`config.mk`:
```
export PLATFORM = sky130hd
export DESIGN_NAME = sm83_edge_delay_probe
export DESIGN_NICKNAME = d
export VERILOG_FILES = /design/src/rtl/sm83_edge_delay_probe.sv
export SDC_FILE = /design/constraint.sdc
export NUM_CORES = 1
export LEC_CHECK = 0
export ABC_AREA = 1
export CAP_MARGIN = 10
export CORE_MARGIN = 3
export CORE_UTILIZATION = 50
export DETAILED_ROUTE_END_ITERATION = 7
export PLACE_DENSITY = 0.73
export SLEW_MARGIN = 25
export SYNTH_ARGS = -nofsm -noshare
export SYNTH_HDL_FRONTEND = slang
export SYNTH_SLANG_ARGS = --single-unit
```
`constraint.sdc`:
```
create_clock -name clk -period 4.35 [get_ports clk]
set_input_delay 0.6525 -clock clk [delete_from_list [all_inputs] [get_ports clk]]
set_output_delay 0.6525 -clock clk [all_outputs]
set_load 0.01 [all_outputs]
```
`src/rtl/sm83_edge_delay_probe.sv`:
```
// Edge-to-response delay probe: counts clock ticks from a stimulus edge until the
// cell output reaches its expected level, keeping rise and fall results separately.
module sm83_edge_delay_probe #(
   parameter int W         = 8,
   parameter int MAX_TICKS = 200,
   parameter bit INVERT    = 1'b0
) (
   input  logic         clk,
   input  logic         reset,
   input  logic         arm,
   input  logic         stim,
   input  logic         resp,
   output logic         busy,
   output logic         done,
   output logic         timeout,
   output logic         overlap,
   output logic [W-1:0] rise_ticks,
   output logic [W-1:0] fall_ticks,
   output logic [W-1:0] n_meas
);

   typedef enum logic [1:0] {S_IDLE, S_WAIT, S_MEASURE, S_DONE} state_t;

   localparam logic [W-1:0] MAX_CNT = W'(MAX_TICKS);

   state_t       state, state_d;
   logic         stim_q;
   logic         exp_q, exp_d;
   logic [W-1:0] cnt, cnt_d;
   logic         take_edge;
   logic         rec, rec_pol;
   logic [W-1:0] rec_val;
   logic         timeout_d, overlap_d;
   logic         edge_det, exp_lvl;

   assign edge_det = stim ^ stim_q;
   assign exp_lvl  = stim ^ INVERT;

   always_comb begin
      state_d   = state;
      cnt_d     = cnt;
      exp_d     = exp_q;
      take_edge = 1'b0;
      rec       = 1'b0;
      rec_pol   = exp_q;
      rec_val   = '0;
      timeout_d = 1'b0;
      overlap_d = 1'b0;
      case (state)
         S_IDLE: begin
            if (arm) state_d = S_WAIT;
         end
         S_WAIT: begin
            if (!arm) state_d = S_IDLE;
            else if (edge_det) take_edge = 1'b1;
         end
         S_MEASURE: begin
            if (edge_det) begin
               overlap_d = 1'b1;
               take_edge = 1'b1;
            end else if (resp == exp_q) begin
               rec     = 1'b1;
               rec_val = cnt;
               state_d = S_DONE;
            end else if (cnt == MAX_CNT) begin
               timeout_d = 1'b1;
               state_d   = arm ? S_WAIT : S_IDLE;
            end else begin
               cnt_d = cnt + 1'b1;
            end
         end
         S_DONE: begin
            state_d = arm ? S_WAIT : S_IDLE;
         end
         default: state_d = S_IDLE;
      endcase

      // A new edge either resolves immediately (zero delay) or starts a fresh count.
      if (take_edge) begin
         exp_d = exp_lvl;
         if (resp == exp_lvl) begin
            rec     = 1'b1;
            rec_pol = exp_lvl;
            rec_val = '0;
            state_d = S_DONE;
         end else begin
            cnt_d   = W'(1);
            state_d = S_MEASURE;
         end
      end
   end

   always_ff @(posedge clk) begin
      if (reset) begin
         state      <= S_IDLE;
         cnt        <= '0;
         exp_q      <= 1'b0;
         stim_q     <= 1'b0;
         timeout    <= 1'b0;
         overlap    <= 1'b0;
         rise_ticks <= '0;
         fall_ticks <= '0;
         n_meas     <= '0;
      end else begin
         state   <= state_d;
         cnt     <= cnt_d;
         exp_q   <= exp_d;
         stim_q  <= stim;
         timeout <= timeout_d;
         overlap <= overlap_d;
         if (rec) begin
            if (rec_pol) rise_ticks <= rec_val;
            else         fall_ticks <= rec_val;
            n_meas <= n_meas + 1'b1;
         end
      end
   end

   assign busy = (state == S_MEASURE);
   assign done = (state == S_DONE);

endmodule

```
### Word level (Yosys, flattened, before mapping)

Cells that the tools add are included.

* output and inout bits: 28
* bits of input ports: 5
* register bits: 38
* word-level logic and storage cells: 61

* muxes and demuxes: 31
* bitwise gates (word level): 3
* reduce and logical (&&, ||, !) cells: 6
* add/subtract/negate cells: 2
* eq/ne operators: 10

Operators with widths (number)
* $mux W8: 11
* $add A8 B1 Y8 const B: 2
* $mux W1: 12
* $mux W2: 6
* $ne A3 B3 Y1 const B: 3
* $eq A8 B8 Y1 const B: 1
* $pmux W2 S4: 1
* $eq A2 B2 Y1 const B: 2
* $ne A4 B1 Y1 const B: 1
* $reduce_and A2 Y1: 2
* $reduce_and A4 Y1: 1
* $reduce_or A4 Y1: 1
* $eq A1 B1 Y1: 2
* $eq A2 B1 Y1 const B: 1
* $logic_not A2 Y1: 1
* $not A1 Y1: 2
* $pmux W1 S2: 1
* $reduce_or A2 Y1: 1
* $xor A1 B1 Y1: 1

### Longest topological paths before layout

Gate-level depths: netlist of the first run.

* word-level depth: 7
* depth in mapped cells: 13
* depth with buffers taken out: 12

### Worst setup path after synthesis of the first run

OpenSTA, ideal clock, no wires.

* path type: register to register
* start point: register state[0]
* end point: register fall_ticks[0]
* data arrival time: 1.561 ns
* library setup time: 0.134 ns
* clock period less this slack: 1.695 ns
* data required time: 4.216 ns
* path buffers: 1
* cell stages (with the launch flop): 13
* setup slack: 2.655 ns
* cell sequence: dfxtp_1 -> inv_1 -> ha_1 -> buf_6 -> inv_4 -> nand2_2 -> nand2_2 -> nor2_4 -> nand2_2 -> nand2_4 -> nand3_2 -> nand2_1 -> a21oi_1

* longest elaborated chain between the ends: 5
* elaborated cells on any way between the ends: 12
* classes of those cells: eq/ne (2); mux (8); bitwise (1); reduce/logical (1)

RTL lines
* start: declaration: RTL line 26 `state_t state, state_d;`
* start signal: assignment: RTL line 105 `state <= state_d;`
* $eq A2 B2 Y1 *
* named net busy: RTL line 13 `output logic busy,`
* $pmux W1 S2 or $mux W1 (tied branches): RTL line 49 `case (state)`
* $mux W1 (on tied branches): RTL line 79, 81
* $not A1 Y1 (no source line) or $mux W1 (tied branches)
* $reduce_and A2 Y1 (no source line)
* end signal: assignment: RTL line 113 `else fall_ticks <= rec_val;`
* end: declaration: RTL line 18 `output logic [W-1:0] fall_ticks,`

Mark *: on every way through the listed nets, which the timed path passes. The rest lies on a longest branch.
A chain may end at the register's enable or synchronous reset.

### Final worst setup path of the first run

* start point: register state[0]
* end point: output port busy

* longest elaborated chain between the ends: 1

RTL lines
* $eq A2 B2 Y1: RTL line 119 `assign busy = (state == S_MEASURE);`
* end: declaration: RTL line 13

No other way between the ends.

==> flow_summary.toml, run 1 <==
[synthesis]
yosys.area_share.simple = 0.3403
synth_compound_area_frac = 0.1295
avgSynthCellArea_um2 = 7.263
synth_xor_area_frac = 0.02932
yosys.area.top_type_share = 0.3714
synth_top_family_by_area = "simple AND/OR/NAND/NOR gates"
synth_mux_area_frac = 0
synth_nets = 295
postSynthCellCount = 282
ys_ff_latch = 38
ys.flop_type = "dfxtp_1"
syn-cell-area_um2 = 2048
synthTopCellsByArea = "dfxtp_1 (37%), nand2_1 (14%), a21oi_1 (6.6%)"
synthAdderAreaFrac = 0.05376
yosysWarnings = 0
synth_common_cells = "nand2_1 (77), dfxtp_1 (38), nor2_1 (33), a21oi_1 (27), inv_1 (24)"
ys_seq_area_frac = 0.3714
postSynth.asyncResetShare = 0
synth_edf_count = 0
yosysMostFrequentCell = "nand2_1"
yosys.area.top_type = "dfxtp_1"
ys_types = 34

[floorplanning]
die_area_um2 = 4901
placementRows = 22
start_util = 0.5392
die_x_um = 70.01
fp.dieH_um = 70.01
fp.coreArea_um2 = 3799
ios = 33

[setup_path]
worstSetupPathType = "reg2out"
crit_buf_inv = 2
crit_path_max_incr_delay_ps = 640
path_delay_family = "buffers and inverters"
cp_data_required_time_ps = 3700
path_cells = "inv_1, ha_1, clkdlybuf4s50_1"
cp-start-kind = "register"
cp.arrival_ps = 1880
cp_max_fo = 11
critical-path-slowest-cell = "clkdlybuf4s50_1"
end_kind = "output port"

[final_layout]
multi_input_area_um2 = 1132
area_delta_synth_final_pct = 23.21
nFillCells = 352
antenna_cells = 0
regArea_um2 = 760.7
drive_gt1_frac = 0.1293
fin_nets = 329

[drt]
wl_per_cell_um = 11.90
vias_per_cell = 4.978
drt_iter0_drc = 139
drt_first_pass_iters = 4
drc = 0
ant_nets = 0
dr_total_vias = 1817
totalWireLength_mm = 4.345

[pwr]
powerDensity_nw_per_um2 = 401.0
max-vdd-ir-drop_v = 0.0002462
p_int_w = 0.0006940
swShare = 0.3142
cellLeakagePower_nw = 0.9041
power_frac_comb = 0.259
p_clk_frac = 0.356
p_sw_w = 0.0003180
seq_power_share = 0.385

[clocking]
postCtsHoldBufs = 0
cts_resized = 0
clock_path_buffers = 2
root_buffer = "clkbuf_8"
cts_setup_buffers = 0
insertion_delay_ps = 280
cts_tree = "built"
cts_htree_levels = 2
clk_pin_slew_ps = 80
cts_buffers = 5
cts.sink_count = 38

[hold_path]
hold_class = "reg2reg"

[run_status]
status = "complete, no violations"

[sta]
rsz0062_at_grt = "false"
tns_ps = 0
drv_slew = 0
timing.final.crit_share = 0.5819
hold_viol = 0
fin_crit_ps = 2531
fin_hold_ws_ps = 463.9
setup_violations = 0
relSlewSlack = 0.6581
tightest_slew_ps = 512.8
finClkSkew_ps = 6.198
fmax_mhz = 395.0

[flow_run]
cap_violations = 0

[global_routing]
first_global_vias = 1786
gr-total-overflow = 0
antenna_found_initial = 0
grt_max_degree = 27
grt_pass1_wl_mm = 7.707
grt_use_total = 0.1883

[placed_design]
hpwl_mm = 3.210
gp_congestion = 0.9080
port-buffer-count = 32
## sequential cells by signal, indices dropped and copies added (netlist names)
name,flops
cnt,8
n_meas,8
state,2
rise_ticks,8
overlap,1
fall_ticks,8
stim_q,1
timeout,1
exp_q,1
## final timing paths
path	slack [ps]	cells after the start	startpoint	endpoint
setup / recovery	1820	3	state[0]	busy
hold / removal	460	2	rise_ticks[5]	rise_ticks[5]
setup reg to reg	2190	11	state[0]	fall_ticks[6]
hold reg to reg	460	2	rise_ticks[5]	rise_ticks[5]
## final cells by class
class	instances	area share
inverter	29	0.04660
clock inverter	3	0.02727
sequential	38	0.3014
clock buffer	5	0.02727
timing repair buffer	32	0.1249
tap	48	0.02380
multi-input combinational	210	0.4487
## metrics by stage
step	total power [W]	std cells	area [um2]	setup slack [ps]	util
2_1_floorplan	0.0006033	282	2048	2655	-
3_3_place_gp	0.0006575	357	2391	1872	0.6294
3_5_place_dp	0.0006592	357	2391	1862	0.6294
4_1_cts	0.001022	365	2529	1804	0.6657
5_1_grt	0.001073	365	2524	1702	0.6644
6_report	0.001012	365	2524	1819	0.6644
## worst reg2reg max path, stage by stage, from the launching register on
cell     delay, ps
dfxtp_1        360
inv_1          120
ha_1           480
inv_4          110
nand2_2        110
nand2_2         60
nor2_4         150
nand2_2         80
nand2_4        190
nand3_2        210
nand2_1        110
a21oi_1         60
## power groups by stage
stage,Sequential (W),Clock (W),Combinational (W)
CTS,0.000390,0.000368,0.000264
floorplan,0.000393,0,0.000210
global route,0.000392,0.000386,0.000296
global placement,0.000397,0,0.000260
detailed placement,0.000398,0,0.000262
finish,0.000389,0.000360,0.000262
## cells by family (layout without fill, tap and decap cells)
group,count (synthesis),count (layout)
AOI/OAI and AO/OA,46,46
adders and majority gates,9,9
DFF,38,38
buffers and inverters,34,69
and+or+nand+nor,149,149
xor gates and xnor gates,6,6
## layout by cell type, fill, tap and decap left out, types with 3 or more instances in the layout
cell	netlist	final
nand2_1	77	77
dfxtp_1	38	38
nor2_1	33	33
clkdlybuf4s50_1	0	31
a21oi_1	27	27
inv_1	24	24
nand3_1	12	12
nand2_2	8	8
ha_1	8	8
o21ai_0	7	7
nor3_1	5	5
clkbuf_8	0	5
nand2_4	4	4
o21ai_1	4	4
a21oi_2	4	4
nor2_4	3	3
nand3_2	3	3
xor2_1	3	3
## routing by layer
metal  global-route usage  share of wire  vias up
li1                     -              -      968
met1               0.2425           0.49      810
met2               0.3200           0.47       37
met3              0.03453          0.033        2
met4              0.05319         0.0062        0
met5                    0              0        -
No activity file was read; power rests on OpenSTA's default activity.
==> run 2, diff against run 1 <==
==> constraint.sdc (replaced) <==
create_clock -name clk -period 2.6 [get_ports clk]
set_input_delay 0.39 -clock clk [delete_from_list [all_inputs] [get_ports clk]]
set_output_delay 0.39 -clock clk [all_outputs]
set_load 0.01 [all_outputs]
==> flow_summary.toml, run 2 (synthesized netlist as in run 1, its figures left out) <==
[global_routing]
first_global_vias = 1733
grt_pass1_wl_mm = 7.417
grt_max_degree = 21
antenna_found_initial = 0
gr-total-overflow = 0
grt_use_total = 0.1841

[drt]
drt_iter0_drc = 179
ant_nets = 0
wl_per_cell_um = 11.71
totalWireLength_mm = 4.298
drt_first_pass_iters = 4
dr_total_vias = 1838
drc = 0
vias_per_cell = 5.008

[sta]
tightest_slew_ps = 315.8
tns_ps = 0
finClkSkew_ps = 6.092
rsz0062_at_grt = "false"
timing.final.crit_share = 0.7622
fin_crit_ps = 1982
setup_violations = 0
drv_slew = 0
fmax_mhz = 504.6
hold_viol = 0
relSlewSlack = 0.7887
fin_hold_ws_ps = 462.6

[clocking]
postCtsHoldBufs = 0
clock_path_buffers = 2
cts_setup_buffers = 0
cts_htree_levels = 2
clk_pin_slew_ps = 70
cts_tree = "built"
cts_buffers = 5
cts_resized = 0
insertion_delay_ps = 300
root_buffer = "clkbuf_8"
cts.sink_count = 38

[floorplanning]
ios = 33
start_util = 0.5392
die_area_um2 = 4901
placementRows = 22
die_x_um = 70.01
fp.dieH_um = 70.01
fp.coreArea_um2 = 3799

[placed_design]
port-buffer-count = 32
placed_cells = 359
gp_congestion = 0.9249
hpwl_mm = 3.232

[pwr]
power_frac_comb = 0.261
max-vdd-ir-drop_v = 0.0005576
p_int_w = 0.001193
seq_power_share = 0.375
power.total_w = 0.001724
p_clk_frac = 0.365
cellLeakagePower_nw = 0.9172
p_sw_w = 0.0005303
powerDensity_nw_per_um2 = 676.3
swShare = 0.3076

[setup_path]
cp_max_fo = 4
cp-start-kind = "register"
cp.arrival_ps = 1590
worstSetupPathType = "reg2out"
critical-path-slowest-cell = "clkdlybuf4s50_1"
path_cells = "inv_1, ha_1, clkdlybuf4s50_1"
crit_path_max_incr_delay_ps = 580
cp_data_required_time_ps = 2210
r2r_cells = 11
end_kind = "output port"

[final_layout]
area_delta_synth_final_pct = 24.43
drive_gt1_frac = 0.1317
final_cell_mix = "nand2_1 (77), dfxtp_1 (38), nor2_1 (33)"
fin_nets = 331
fin_cells = 367
layout_commonest_cell = "nand2_1"
antenna_cells = 0

[flow_run]
cap_violations = 0

[run_status]
status = "complete, no violations"

[hold_path]
whs_path_depth = 2
hold_class = "reg2reg"
run 2: changes by cell type in the layout (fill, tap and decap cells not counted), sizes merged:
cell / delta
buf: +1
clkbuf: +1
clkdlybuf4s50: +1
clkinv: -1
run 2: stage by stage:
step	area (um2)	util	setup WS, ps
2_1_floorplan	2048	-	905.4
3_3_place_gp	2406	0.6334	523.6
3_5_place_dp	2406	0.6334	460.6
4_1_cts	2549	0.6709	606.1
5_1_grt	2549	0.6709	549.3
6_report	2549	0.6709	618.2
run 2: final timing paths:
kind	start	endpoint	slack, ps
worst max-delay path	state[0]	busy	620
worst min-delay path	rise_ticks[4]	rise_ticks[4]	460
worst max register to register	state[0]	fall_ticks[6]	730
worst min register to register	rise_ticks[4]	rise_ticks[4]	460
run 2: critical path, delay by kind of cell, from the launching register on:
| kind | cells | cell delay [ps] |
|---|---|---|
| fa+ha+maj | 1 | 280 |
| buf+inv | 2 | 690 |
| flops | 1 | 340 |
run 2: layer usage:
layer | track usage | part of all wire
met5 | 0 | 0
met4 | 0.05532 | 0.014
met3 | 0.04460 | 0.058
met2 | 0.2980 | 0.44
met1 | 0.2418 | 0.49
run 2: power groups by stage:
stage	Sequential [W]	Combinational [W]	Clock, W
6_report	0.000646	0.000449	0.000629
5_1_grt	0.000652	0.000508	0.000659
4_1_cts	0.000646	0.000451	0.000641
3_5_place_dp	0.000659	0.000448	0
3_3_place_gp	0.000659	0.000443	0
2_1_floorplan	0.000657	0.000352	0
run 2: final cells by class:
class	count	area, um2
fillers	346	1250
multi-input cells	210	1132
flip-flops and latches	38	760.7
repair buffers	34	335.3
inverters	29	117.6
clock buffers	6	82.58
clock inverters	2	60.06
well taps	48	60.06
==> run 3, diff against run 2 <==
--- a/config.mk
+++ b/config.mk
@@ -8,9 +8,9 @@
 export ABC_AREA = 1
 export CAP_MARGIN = 10
 export CORE_MARGIN = 3
-export CORE_UTILIZATION = 50
+export CORE_UTILIZATION = 48
 export DETAILED_ROUTE_END_ITERATION = 7
-export PLACE_DENSITY = 0.73
+export PLACE_DENSITY = 0.74
 export SLEW_MARGIN = 25
 export SYNTH_ARGS = -nofsm -noshare
 export SYNTH_HDL_FRONTEND = slang
==> constraint.sdc (replaced) <==
create_clock -name clk -period 1.8 [get_ports clk]
set_input_delay 0.27 -clock clk [delete_from_list [all_inputs] [get_ports clk]]
set_output_delay 0.27 -clock clk [all_outputs]
set_load 0.01 [all_outputs]
==> flow_summary.toml, run 3 (synthesized netlist as in run 1, its figures left out) <==
[run_status]
status = "complete, no violations"

[floorplanning]
ios = 33
die_x_um = 71.33
fp.coreArea_um2 = 4058
placementRows = 23
start_util = 0.5048
die_area_um2 = 5087
fp.dieH_um = 71.33

[sta]
timing.final.crit_share = 0.9453
setup_ws_ps = 98.39
fin_crit_ps = 1702
hold_viol = 0
rsz0062_at_grt = "false"
fmax_mhz = 587.7
drv_slew = 0
finClkSkew_ps = 8.335
setup_violations = 0
relSlewSlack = 0.8174
tightest_slew_ps = 272.9

[final_layout]
fin_nets = 345
area_delta_synth_final_pct = 31.58
nFillCells = 325
final_cell_mix = "nand2_1 (77), dfxtp_1 (38), nor2_1 (33)"
drive_gt1_frac = 0.1712
fin_cells = 383
layout_commonest_cell = "nand2_1"
antenna_cells = 0

[global_routing]
grt_max_degree = 17
gr-total-overflow = 0
first_global_vias = 1772
grt_use_total = 0.1857
grt_pass1_wl_mm = 7.679
antenna_found_initial = 0

[clocking]
cts_setup_buffers = 0
postCtsHoldBufs = 0
clock_path_buffers = 2
root_buffer = "clkbuf_8"
clk_pin_slew_ps = 80
cts_buffers = 5
cts_htree_levels = 2
cts_tree = "built"
insertion_delay_ps = 290
cts.sink_count = 38

[setup_path]
path_cells = "buf_4, ha_1, clkdlybuf4s50_1"
r2r-end = "rise_ticks[7]"
crit_buf_inv = 2
worstSetupPathType = "reg2out"
cp_data_required_time_ps = 1530
critical-path-slowest-cell = "clkdlybuf4s50_1"
crit-reg2reg-launch = "state[0]"
r2r_cells = 12
cp-start-kind = "register"
cp.arrival_ps = 1430
crit_path_max_incr_delay_ps = 540
r2r_slack_ps = 120
cp_max_fo = 3
end_kind = "output port"
path_delay_family = "buffers and inverters"

[placed_design]
hpwl_mm = 3.351
port-buffer-count = 32
gp_congestion = 0.9305
placed_cells = 375
dp_slack_ps = -54.92

[drt]
vias_per_cell = 4.935
drt_first_pass_iters = 5
drt_iter0_drc = 88
drc = 0
totalWireLength_mm = 4.462
ant_nets = 0
wl_per_cell_um = 11.65
dr_total_vias = 1890

[pwr]
cellLeakagePower_nw = 1.000
powerDensity_nw_per_um2 = 947.4
max-vdd-ir-drop_v = 0.0006138

[hold_path]
hold_class = "reg2reg"
whs_endpoint = "rise_ticks[1]"
min_from = "rise_ticks[1]"
whs_path_depth = 2

[flow_run]
cap_violations = 0
## run 3: cell count changes in the layout (fill, tap and decap cells not counted)
cell             before  now
buf_4                 2   13
buf_12                0    3
clkbuf_8              6    5
clkdlybuf4s50_1      32   31
clkinv_4              0    1
dlygate4sd2_1         0    1
inv_1                24   23
inv_2                 2    3
nand3_2               3    2
nand3_4               1    2
o21ai_0               7    6
o21ai_1               4    5
## run 3: area by class of cell
class                           count  area, um2  share of cell area
Clock buffer                        5      68.82             0.02553
Multi-Input combinational cell    210       1140              0.4229
Tap cell                           50      62.56             0.02321
Timing Repair Buffer               48      476.7              0.1769
Clock inverter                      3      68.82             0.02553
Inverter                           29      117.6             0.04364
Sequential cell                    38      760.7              0.2823
## run 3: worst max-delay path by stage
stage                  start       endpoint  slack [ps]  cells after the start
finish              state[0]           done         100                      3
global route        state[0]  rise_ticks[7]          10                     12
CTS                 state[0]           done          80                      3
detailed placement      stim  fall_ticks[7]         -50                      7
global placement        stim  fall_ticks[6]         -30                      7
floorplan           state[0]  fall_ticks[0]         110                     12
## run 3: report_power, final
| group | total (W) | internal [W] | switching (W) | leakage [nW] |
|---|---|---|---|---|
| Clock | 0.000874 | 0.000555 | 0.000318 | 0.0683 |
| Combinational | 0.000750 | 0.000317 | 0.000434 | 0.625 |
| Sequential | 0.000929 | 0.000887 | 0.0000426 | 0.307 |
| Total | 0.00255 | 0.00176 | 0.000795 | 1.00 |
## run 3: layer usage
layer	part of all wire	global-route usage	vias up	wire length [um]
met5	0	0	-	0
met4	0.011	0.06681	0	51
met3	0.035	0.04909	6	154
met2	0.45	0.2796	39	1992
met1	0.51	0.2563	840	2264
li1	-	-	1005	-
## run 3: per-stage QoR
| stage | setup TNS, ps | hold slack (ps) | power [W] | util | cell area (um2) |
|---|---|---|---|---|---|
| 2_1_floorplan | 0 | 387.1 | 0.001458 | - | 2048 |
| 3_3_place_gp | -242.6 | 450.6 | 0.001679 | 0.6287 | 2551 |
| 3_5_place_dp | -596.5 | 453.1 | 0.001690 | 0.6287 | 2551 |
| 4_1_cts | 0 | 465.4 | 0.002563 | 0.6624 | 2688 |
| 5_1_grt | 0 | 477.4 | 0.002701 | 0.6642 | 2695 |
| 6_report | 0 | 459.9 | 0.002553 | 0.6642 | 2695 |
## run 3: worst register-to-register path, stage by stage, from the launching register on
cell     delay, ps
dfxtp_1        330
buf_4          120
ha_1           170
nand2_1         90
nand2_2         90
nand2_2         70
nor2_4         160
nand2_2         90
nand2_4        110
buf_4          140
nand2_4         80
nand2_1         70
a21oi_1         50
## run 3: repair_timing
| item | 4_1_cts | 5_1_grt |
|---|---|---|
| endpoints found under the setup margin | 1 | 15 |
| resized for setup | 1 | 3 |
| hold endpoints to repair | 0 | 0 |
| pin swaps | 0 | 0 |
| gates cloned | 0 | 0 |
